`src/rtl/univ_shift_reg.sv`:
```
// Universal shift register: W-bit lanes, left/right shift, parallel load,
// hold, and a frame counter that pulses once per N/W counted shifts.
module univ_shift_reg #(
    parameter int unsigned N = 8,
    parameter int unsigned W = 1,
    localparam int unsigned L  = N / W,
    localparam int unsigned CW = (L > 1) ? $clog2(L) : 1
) (
    input  logic          clk,
    input  logic          reset,
    input  logic [1:0]    ctrl,
    input  logic [W-1:0]  s_in_r,
    input  logic [W-1:0]  s_in_l,
    input  logic [N-1:0]  d,
    output logic [N-1:0]  q,
    output logic [W-1:0]  s_out_r,
    output logic [W-1:0]  s_out_l,
    output logic [CW-1:0] cnt,
    output logic          frame_done
);

    localparam logic [1:0] CTRL_HOLD = 2'b00;
    localparam logic [1:0] CTRL_SHR  = 2'b01;
    localparam logic [1:0] CTRL_SHL  = 2'b10;
    localparam logic [1:0] CTRL_LOAD = 2'b11;

    localparam logic [CW-1:0] CNT_LAST = CW'(L - 1);

    // Reject register widths that are not a whole number of lanes.
    if (W == 0 || N < W || (N % W) != 0) begin : g_bad_params
        $error("univ_shift_reg: N (%0d) must be a non-zero multiple of W (%0d)", N, W);
    end

    logic [N-1:0]  shr_val;
    logic [N-1:0]  shl_val;
    logic [N-1:0]  q_nxt;
    logic [CW-1:0] cnt_nxt;
    logic          frame_done_nxt;
    logic          is_shift;
    logic          at_last;

    // Shift results; a single-lane register simply takes the incoming lane.
    if (N == W) begin : g_single_lane
        assign shr_val = s_in_r;
        assign shl_val = s_in_l;
    end else begin : g_multi_lane
        assign shr_val = {s_in_r, q[N-1:W]};
        assign shl_val = {q[N-W-1:0], s_in_l};
    end

    // Lanes leaving the register are slices of the registered contents.
    assign s_out_r = q[W-1:0];
    assign s_out_l = q[N-1:N-W];

    assign is_shift = (ctrl == CTRL_SHR) || (ctrl == CTRL_SHL);
    assign at_last  = (cnt == CNT_LAST);

    // Next-state for data, frame counter and frame pulse.
    always_comb begin
        q_nxt          = q;
        cnt_nxt        = cnt;
        frame_done_nxt = 1'b0;
        case (ctrl)
            CTRL_HOLD: q_nxt = q;
            CTRL_SHR:  q_nxt = shr_val;
            CTRL_SHL:  q_nxt = shl_val;
            CTRL_LOAD: begin
                q_nxt   = d;
                cnt_nxt = '0;
            end
            default:   q_nxt = q;
        endcase
        // Both directions count toward the same frame.
        if (is_shift) begin
            if (at_last) begin
                cnt_nxt        = '0;
                frame_done_nxt = 1'b1;
            end else begin
                cnt_nxt = cnt + CW'(1);
            end
        end
    end

    // State registers; reset discards any partial frame.
    always_ff @(posedge clk or negedge reset) begin
        if (!reset) begin
            q          <= '0;
            cnt        <= '0;
            frame_done <= 1'b0;
        end else begin
            q          <= q_nxt;
            cnt        <= cnt_nxt;
            frame_done <= frame_done_nxt;
        end
    end

endmodule

```
`config.mk`:
```
export PLATFORM = sky130hd
export DESIGN_NAME = univ_shift_reg
export DESIGN_NICKNAME = d
export VERILOG_FILES = /design/src/rtl/univ_shift_reg.sv
export SDC_FILE = /design/constraint.sdc
export NUM_CORES = 1
export LEC_CHECK = 0
export CORE_ASPECT_RATIO = 0.9
export CORE_MARGIN = 5
export CORE_UTILIZATION = 37
export CTS_CLUSTER_SIZE = 24
export DETAILED_ROUTE_END_ITERATION = 16
export PLACE_DENSITY_LB_ADDON = 0.1
export SYNTH_ARGS = -nofsm -noshare
export SYNTH_HDL_FRONTEND = slang
export SYNTH_SLANG_ARGS = --single-unit
```
`constraint.sdc`:
```
create_clock -name clk -period 1.25 [get_ports clk]
set_clock_uncertainty 0.15 [all_clocks]
set_input_delay 0.125 -clock clk [delete_from_list [all_inputs] [get_ports clk]]
set_output_delay 0.125 -clock clk [all_outputs]
set_load 0.01 [all_outputs]
```
==> flow_summary.json, run 1 <==
{
  "setup_violations": 1,
  "synth_top_area_frac": 0.436,
  "cellLeakagePower_uw": 0.000536,
  "clk_pin_slew_ps": 80,
  "vias": 709,
  "n_antenna_cell": 0,
  "path_cells": "ha_2 -> ha_4 -> nor4b_4 -> a21o_1",
  "ys_seq_elements": 12,
  "grt_pass1_wl_mm": 3.25,
  "synth_nets": 85,
  "p_clk_frac": 0.197,
  "p_per_area_nw_per_um2": 1080,
  "grt_max_degree": 15,
  "r2r_start": "cnt[0]",
  "core_area_um2": 1720,
  "max-vdd-ir-drop_mv": 0.679,
  "timing.max_cap.violations": 0,
  "numCtsBuffers": 3,
  "drtAntennaViolNets": 0,
  "dp_hpwl_mm": 1.37,
  "ctsHoldBuffers": 0,
  "crit_type": "reg2reg",
  "synth_top_area_cell": "dfrtp_1",
  "drt_iter0_drc": 14,
  "vias_per_cell": 5.21,
  "grt.overflow.total": 0,
  "clk_path_buf_depth": 2,
  "cp-start-kind": "flop",
  "clock_latency_ps": 280,
  "final_nets": 133,
  "place_area_um2": 1060,
  "period_needed_ps": 1290,
  "drv_slew": 0,
  "p_comb_frac": 0.412,
  "clkSinkCount": 12,
  "yosysUniqueCellTypes": 16,
  "finalPower_uw": 1280,
  "multi_input_area_um2": 417,
  "worstSetupEndpoint": "cnt[0]",
  "cp_slowest_cell": "dfrtp_1",
  "start_util": 0.402,
  "setup_ws_ps": -39.6,
  "placed_cells": 123,
  "m1WireLength_um": 849,
  "grt_usage": 0.147,
  "ys_top_cells_by_area": "dfrtp_1, ha_1, a22oi_1, or3b_2, a31oi_1",
  "reg2reg_setup_slack_ps": -40,
  "routabilityCongestion": 0.734,
  "slowest_delay_ps": 410,
  "path_max_fanout": 3,
  "htreeDepth": 1,
  "seqCellArea_um2": 300,
  "netlist_area_um2": 689,
  "hold_class": "in2async",
  "crit_start": "cnt[0]",
  "postSynthCellCount": 66,
  "syn_to_final_growth_pct": 72.8,
  "die_area_um2": 2830,
  "fmax_mhz": 775,
  "status": "finished, violations left",
  "rows": 14,
  "final_cell_mix": "buf_4, dfrtp_1, clkdlybuf4s50_1, clkdlybuf4s15_1",
  "ys_seq_area_frac": 0.436,
  "finalCritPeriodShare": 1.03,
  "r2r_end": "cnt[0]",
  "fillers": 148,
  "crit_required_ps": 1320,
  "grt_pass1_vias": 731,
  "stdcell_area_um2": 1190,
  "avgSynthCellArea_um2": 10.4,
  "final_cells": 136,
  "die_h_um": 51.0,
  "drt-wirelength-per-cell_um": 14.9,
  "top_layer": "met4",
  "p_seq_frac": 0.391,
  "p_int_uw": 884,
  "yosysWarnings": 0,
  "drt_wl_total_mm": 2.02,
  "arrival_ps": 1360,
  "rsz0062_at_grt": "yes",
  "drc_errors": 0,
  "cts_root_buf": "clkbuf_4",
  "dr_wl_met3_um": 134,
  "worst_pin_slew_ps": 254,
  "reg2regPathDepth": 4,
  "drtPass1Iterations": 4,
  "fp.dieW_um": 55.5,
  "violations": "setup timing",
  "io_pins": 28,
  "hold_viol": 0,
  "final_common_cell": "buf_4",
  "slew-limit-headroom": 0.830,
  "routed-wl-met2_um": 986,
  "port_buffers": 27,
  "final_layout_size_suffix_gt1_frac": 0.375,
  "antenna_found_initial": 0,
  "cts_tree": "done",
  "p_sw_frac": 0.311,
  "switchingPower_uw": 399,
  "endpoint_kind": "flop"
}
==> routing by layer <==
metal	vias to the layer above	track usage
met5	-	0
met2	32	0.258
met1	336	0.171
met4	0	0.0567
met3	4	0.0428
li1	337	-
==> logic make-up after synthesis <==
kind of cell    after synthesis  synth area share
fa+ha+maj                     5            0.0907
flops                        12             0.436
compound gates               19             0.185
buf+inv                       8            0.0708
simple gates                 22             0.218
==> repair_timing <==
| action | 4_1_cts | 5_1_grt |
|---|---|---|
| pin swaps | 1 | 2 |
| endpoints found under the setup margin | 26 | 14 |
| resized for setup | 33 | 13 |
| setup buffers | 7 | 3 |
==> worst min path at each step <==
stage / slack (ps) / to
floorplan: -320 / cnt[0]
global placement: 300 / frame_done
detailed placement: 300 / frame_done
CTS: 5 / q[1]
global route: 30 / q[1]
finish: 2 / q[1]
==> synthesized netlist by cell type <==
master	number
or3b_2	6
and2_1	1
nand2_1	4
nor2b_1	8
inv_1	3
o21ai_0	2
buf_6	1
or3b_1	2
nor4b_1	1
clkbuf_1	1
dfrtp_1	12
a22oi_1	8
buf_4	3
a21o_1	1
ha_1	5
a31oi_1	8
==> state kept, by name (all words and copies together), names as in the netlist <==
| signal | cells |
|---|---|
| q | 8 |
| cnt | 3 |
| frame_done | 1 |
==> area by class of cell <==
class                   count  area share
clock buffers               3      0.0189
multi-input cells          46       0.350
flip-flops and latches     12       0.252
repair buffers             48       0.345
well taps                  24      0.0252
inverters                   3     0.00945
==> power groups by stage <==
| stage | combinational [µW] | clock [µW] | sequential [µW] |
|---|---|---|---|
| after floorplan | 168 | 0 | 540 |
| after global placement | 443 | 0 | 515 |
| after detailed placement | 451 | 0 | 518 |
| after CTS | 487 | 259 | 500 |
| after global routing | 573 | 282 | 511 |
| final | 529 | 253 | 502 |
==> metrics by stage <==
stage / setup TNS [ps] / util / hold slack (ps) / setup slack, ps
CTS: -31.2 / 0.675 / 5.03 / -31.2
finish: -39.6 / 0.694 / 2.20 / -39.6
detailed placement: -6340 / 0.617 / 305 / -604
global route: -109 / 0.694 / 27.5 / -73.4
global placement: -5880 / 0.617 / 298 / -563
floorplan: -29.9 / - / -321 / -29.9
==> critical path, delay by kind of cell (launching register included) <==
kind	cells	cell delay [ps]
flip-flops	1	410
adder cells (fa/ha/maj)	2	360
AND/OR/NAND/NOR	1	210
AO/OA/AOI/OAI	1	110
Note: power is estimated with default switching activity, not from simulation.
==> run 2, diff against run 1 <==
--- a/config.mk
+++ b/config.mk
@@ -5,6 +5,7 @@
 export SDC_FILE = /design/constraint.sdc
 export NUM_CORES = 1
 export LEC_CHECK = 0
+export CAP_MARGIN = 20
 export CORE_ASPECT_RATIO = 0.9
 export CORE_MARGIN = 5
 export CORE_UTILIZATION = 37
==> results of run 2 <==
No change in the layout: final DEF, timing and power equal those of run 1.
==> run 3, diff against run 2 <==
--- a/config.mk
+++ b/config.mk
@@ -12,6 +12,7 @@
 export CTS_CLUSTER_SIZE = 24
 export DETAILED_ROUTE_END_ITERATION = 16
 export PLACE_DENSITY_LB_ADDON = 0.1
+export REMOVE_ABC_BUFFERS = 1
 export SYNTH_ARGS = -nofsm -noshare
 export SYNTH_HDL_FRONTEND = slang
 export SYNTH_SLANG_ARGS = --single-unit
==> flow_summary.json, run 3 (same netlist as run 1, synthesis figures left out) <==
{
  "status": "finished, violations left",
  "violations": "setup timing",
  "critical-path-top-delay-family": "flip-flops",
  "fillers": 141,
  "worst-path-stages": 4,
  "final_cells": 140,
  "timing.max_cap.violations": 0,
  "crit_type": "reg2reg",
  "setup_ws_ps": -65.9,
  "drtPass1Iterations": 4,
  "clk_path_buf_depth": 2,
  "vias_per_cell": 4.93,
  "clock_latency_ps": 280,
  "final_common_cell": "buf_4",
  "path_buf_inv": 0,
  "cp-start-kind": "flop",
  "rsz0062_at_grt": "yes",
  "grt_pass1_vias": 687,
  "clk_pin_slew_ps": 80,
  "min_path_cells": 4,
  "drv_slew": 0,
  "worst_pin_slew_ps": 256,
  "dp_hpwl_mm": 1.32,
  "path_max_fanout": 2,
  "core_area_um2": 1720,
  "final_layout_size_suffix_gt1_frac": 0.422,
  "final_cell_mix": "buf_4, dfrtp_1, clkdlybuf4s50_1",
  "r2r_start": "cnt[1]",
  "vias": 690,
  "largest_reg_flops": 8,
  "syn_to_final_growth_pct": 73.9,
  "path_cells": "ha_2 -> ha_4 -> nor4b_2 -> a21o_1",
  "tns_ps": -65.9,
  "numCtsBuffers": 3,
  "pre_cts_slack_ps": -678,
  "clkSinkCount": 12,
  "grt_max_degree": 15,
  "drt-wirelength-per-cell_um": 14.0,
  "p_per_area_nw_per_um2": 1110,
  "slowest_delay_ps": 390,
  "drt_wl_total_mm": 1.96,
  "period_needed_ps": 1320,
  "die_h_um": 51.0,
  "routabilityCongestion": 0.762,
  "grt_pass1_wl_mm": 3.44,
  "cts_root_buf": "clkbuf_4",
  "finish.utilization": 0.698,
  "hold_viol": 0,
  "rows": 14,
  "grt.overflow.total": 0,
  "slew-limit-headroom": 0.829,
  "die_area_um2": 2830,
  "drtAntennaViolNets": 0,
  "regMostFlops": "q",
  "placed_cells": 127,
  "arrival_ps": 1390,
  "cp_slowest_cell": "dfrtp_1",
  "finalCritPeriodShare": 1.05,
  "cts_tree": "done",
  "crit_start": "cnt[1]",
  "hold_class": "in2reg",
  "crit_required_ps": 1320,
  "setup_violations": 1,
  "hold_end": "q[7]",
  "fp.dieW_um": 55.5,
  "reg2reg_setup_slack_ps": -70,
  "seqCellArea_um2": 300,
  "drc_errors": 0,
  "fmax_mhz": 760,
  "max-vdd-ir-drop_mv": 1.19,
  "top_regs": "q x8, cnt x3, frame_done x1",
  "n_antenna_cell": 0,
  "cellLeakagePower_uw": 0.000554,
  "r2r_end": "cnt[0]",
  "endpoint_kind": "flop",
  "start_util": 0.402,
  "htreeDepth": 1,
  "multi_input_area_um2": 397,
  "final_nets": 136,
  "antenna_found_initial": 0,
  "io_pins": 28,
  "reg2regPathDepth": 4,
  "grt_usage": 0.155,
  "worstHoldStart": "ctrl[0]",
  "port_buffers": 27,
  "drt_iter0_drc": 19
}
run 3: stage by stage:
step	power (µW)	hold slack, ps	cell area, µm²
finish	1330	296	1200
global placement	962	297	1060
global route	1410	310	1200
detailed placement	972	294	1060
floorplan	677	-321	652
CTS	1310	348	1190
run 3: what timing repair did:
| action | CTS | global route |
|---|---|---|
| buffers inserted | 7 | 1 |
| endpoints found under the hold margin | 12 | 0 |
| gates resized for setup | 49 | 16 |
| hold buffers | 1 | 0 |
| setup endpoints to repair | 26 | 20 |
| pin swaps | 5 | 4 |
run 3: worst max path at each step:
stage | to
final | cnt[0]
after global routing | cnt[0]
after CTS | cnt[0]
after detailed placement | q[2]
after global placement | q[7]
after floorplan | cnt[0]
run 3: worst min-delay path, stage by stage:
cell     delay, ps
buf_2          130
ha_4           230
or3b_2         140
a31oi_1         70
run 3: area by class of cell:
| type | count | area share |
|---|---|---|
| Sequential cell | 12 | 0.251 |
| Tap cell | 24 | 0.0251 |
| Timing Repair Buffer | 51 | 0.354 |
| Clock buffer | 4 | 0.0303 |
| Inverter | 3 | 0.00939 |
| Multi-Input combinational cell | 46 | 0.331 |
run 3: metal layers:
metal  track usage  wire (µm)
met3        0.0554        129
met5             0          0
met4        0.0364         12
met2         0.240        886
met1         0.208        932
run 3: power breakdown:
group          internal [µW]  switching [µW]
clock                    177             144
combinational            309             199
sequential               449            52.2
total                    936             396
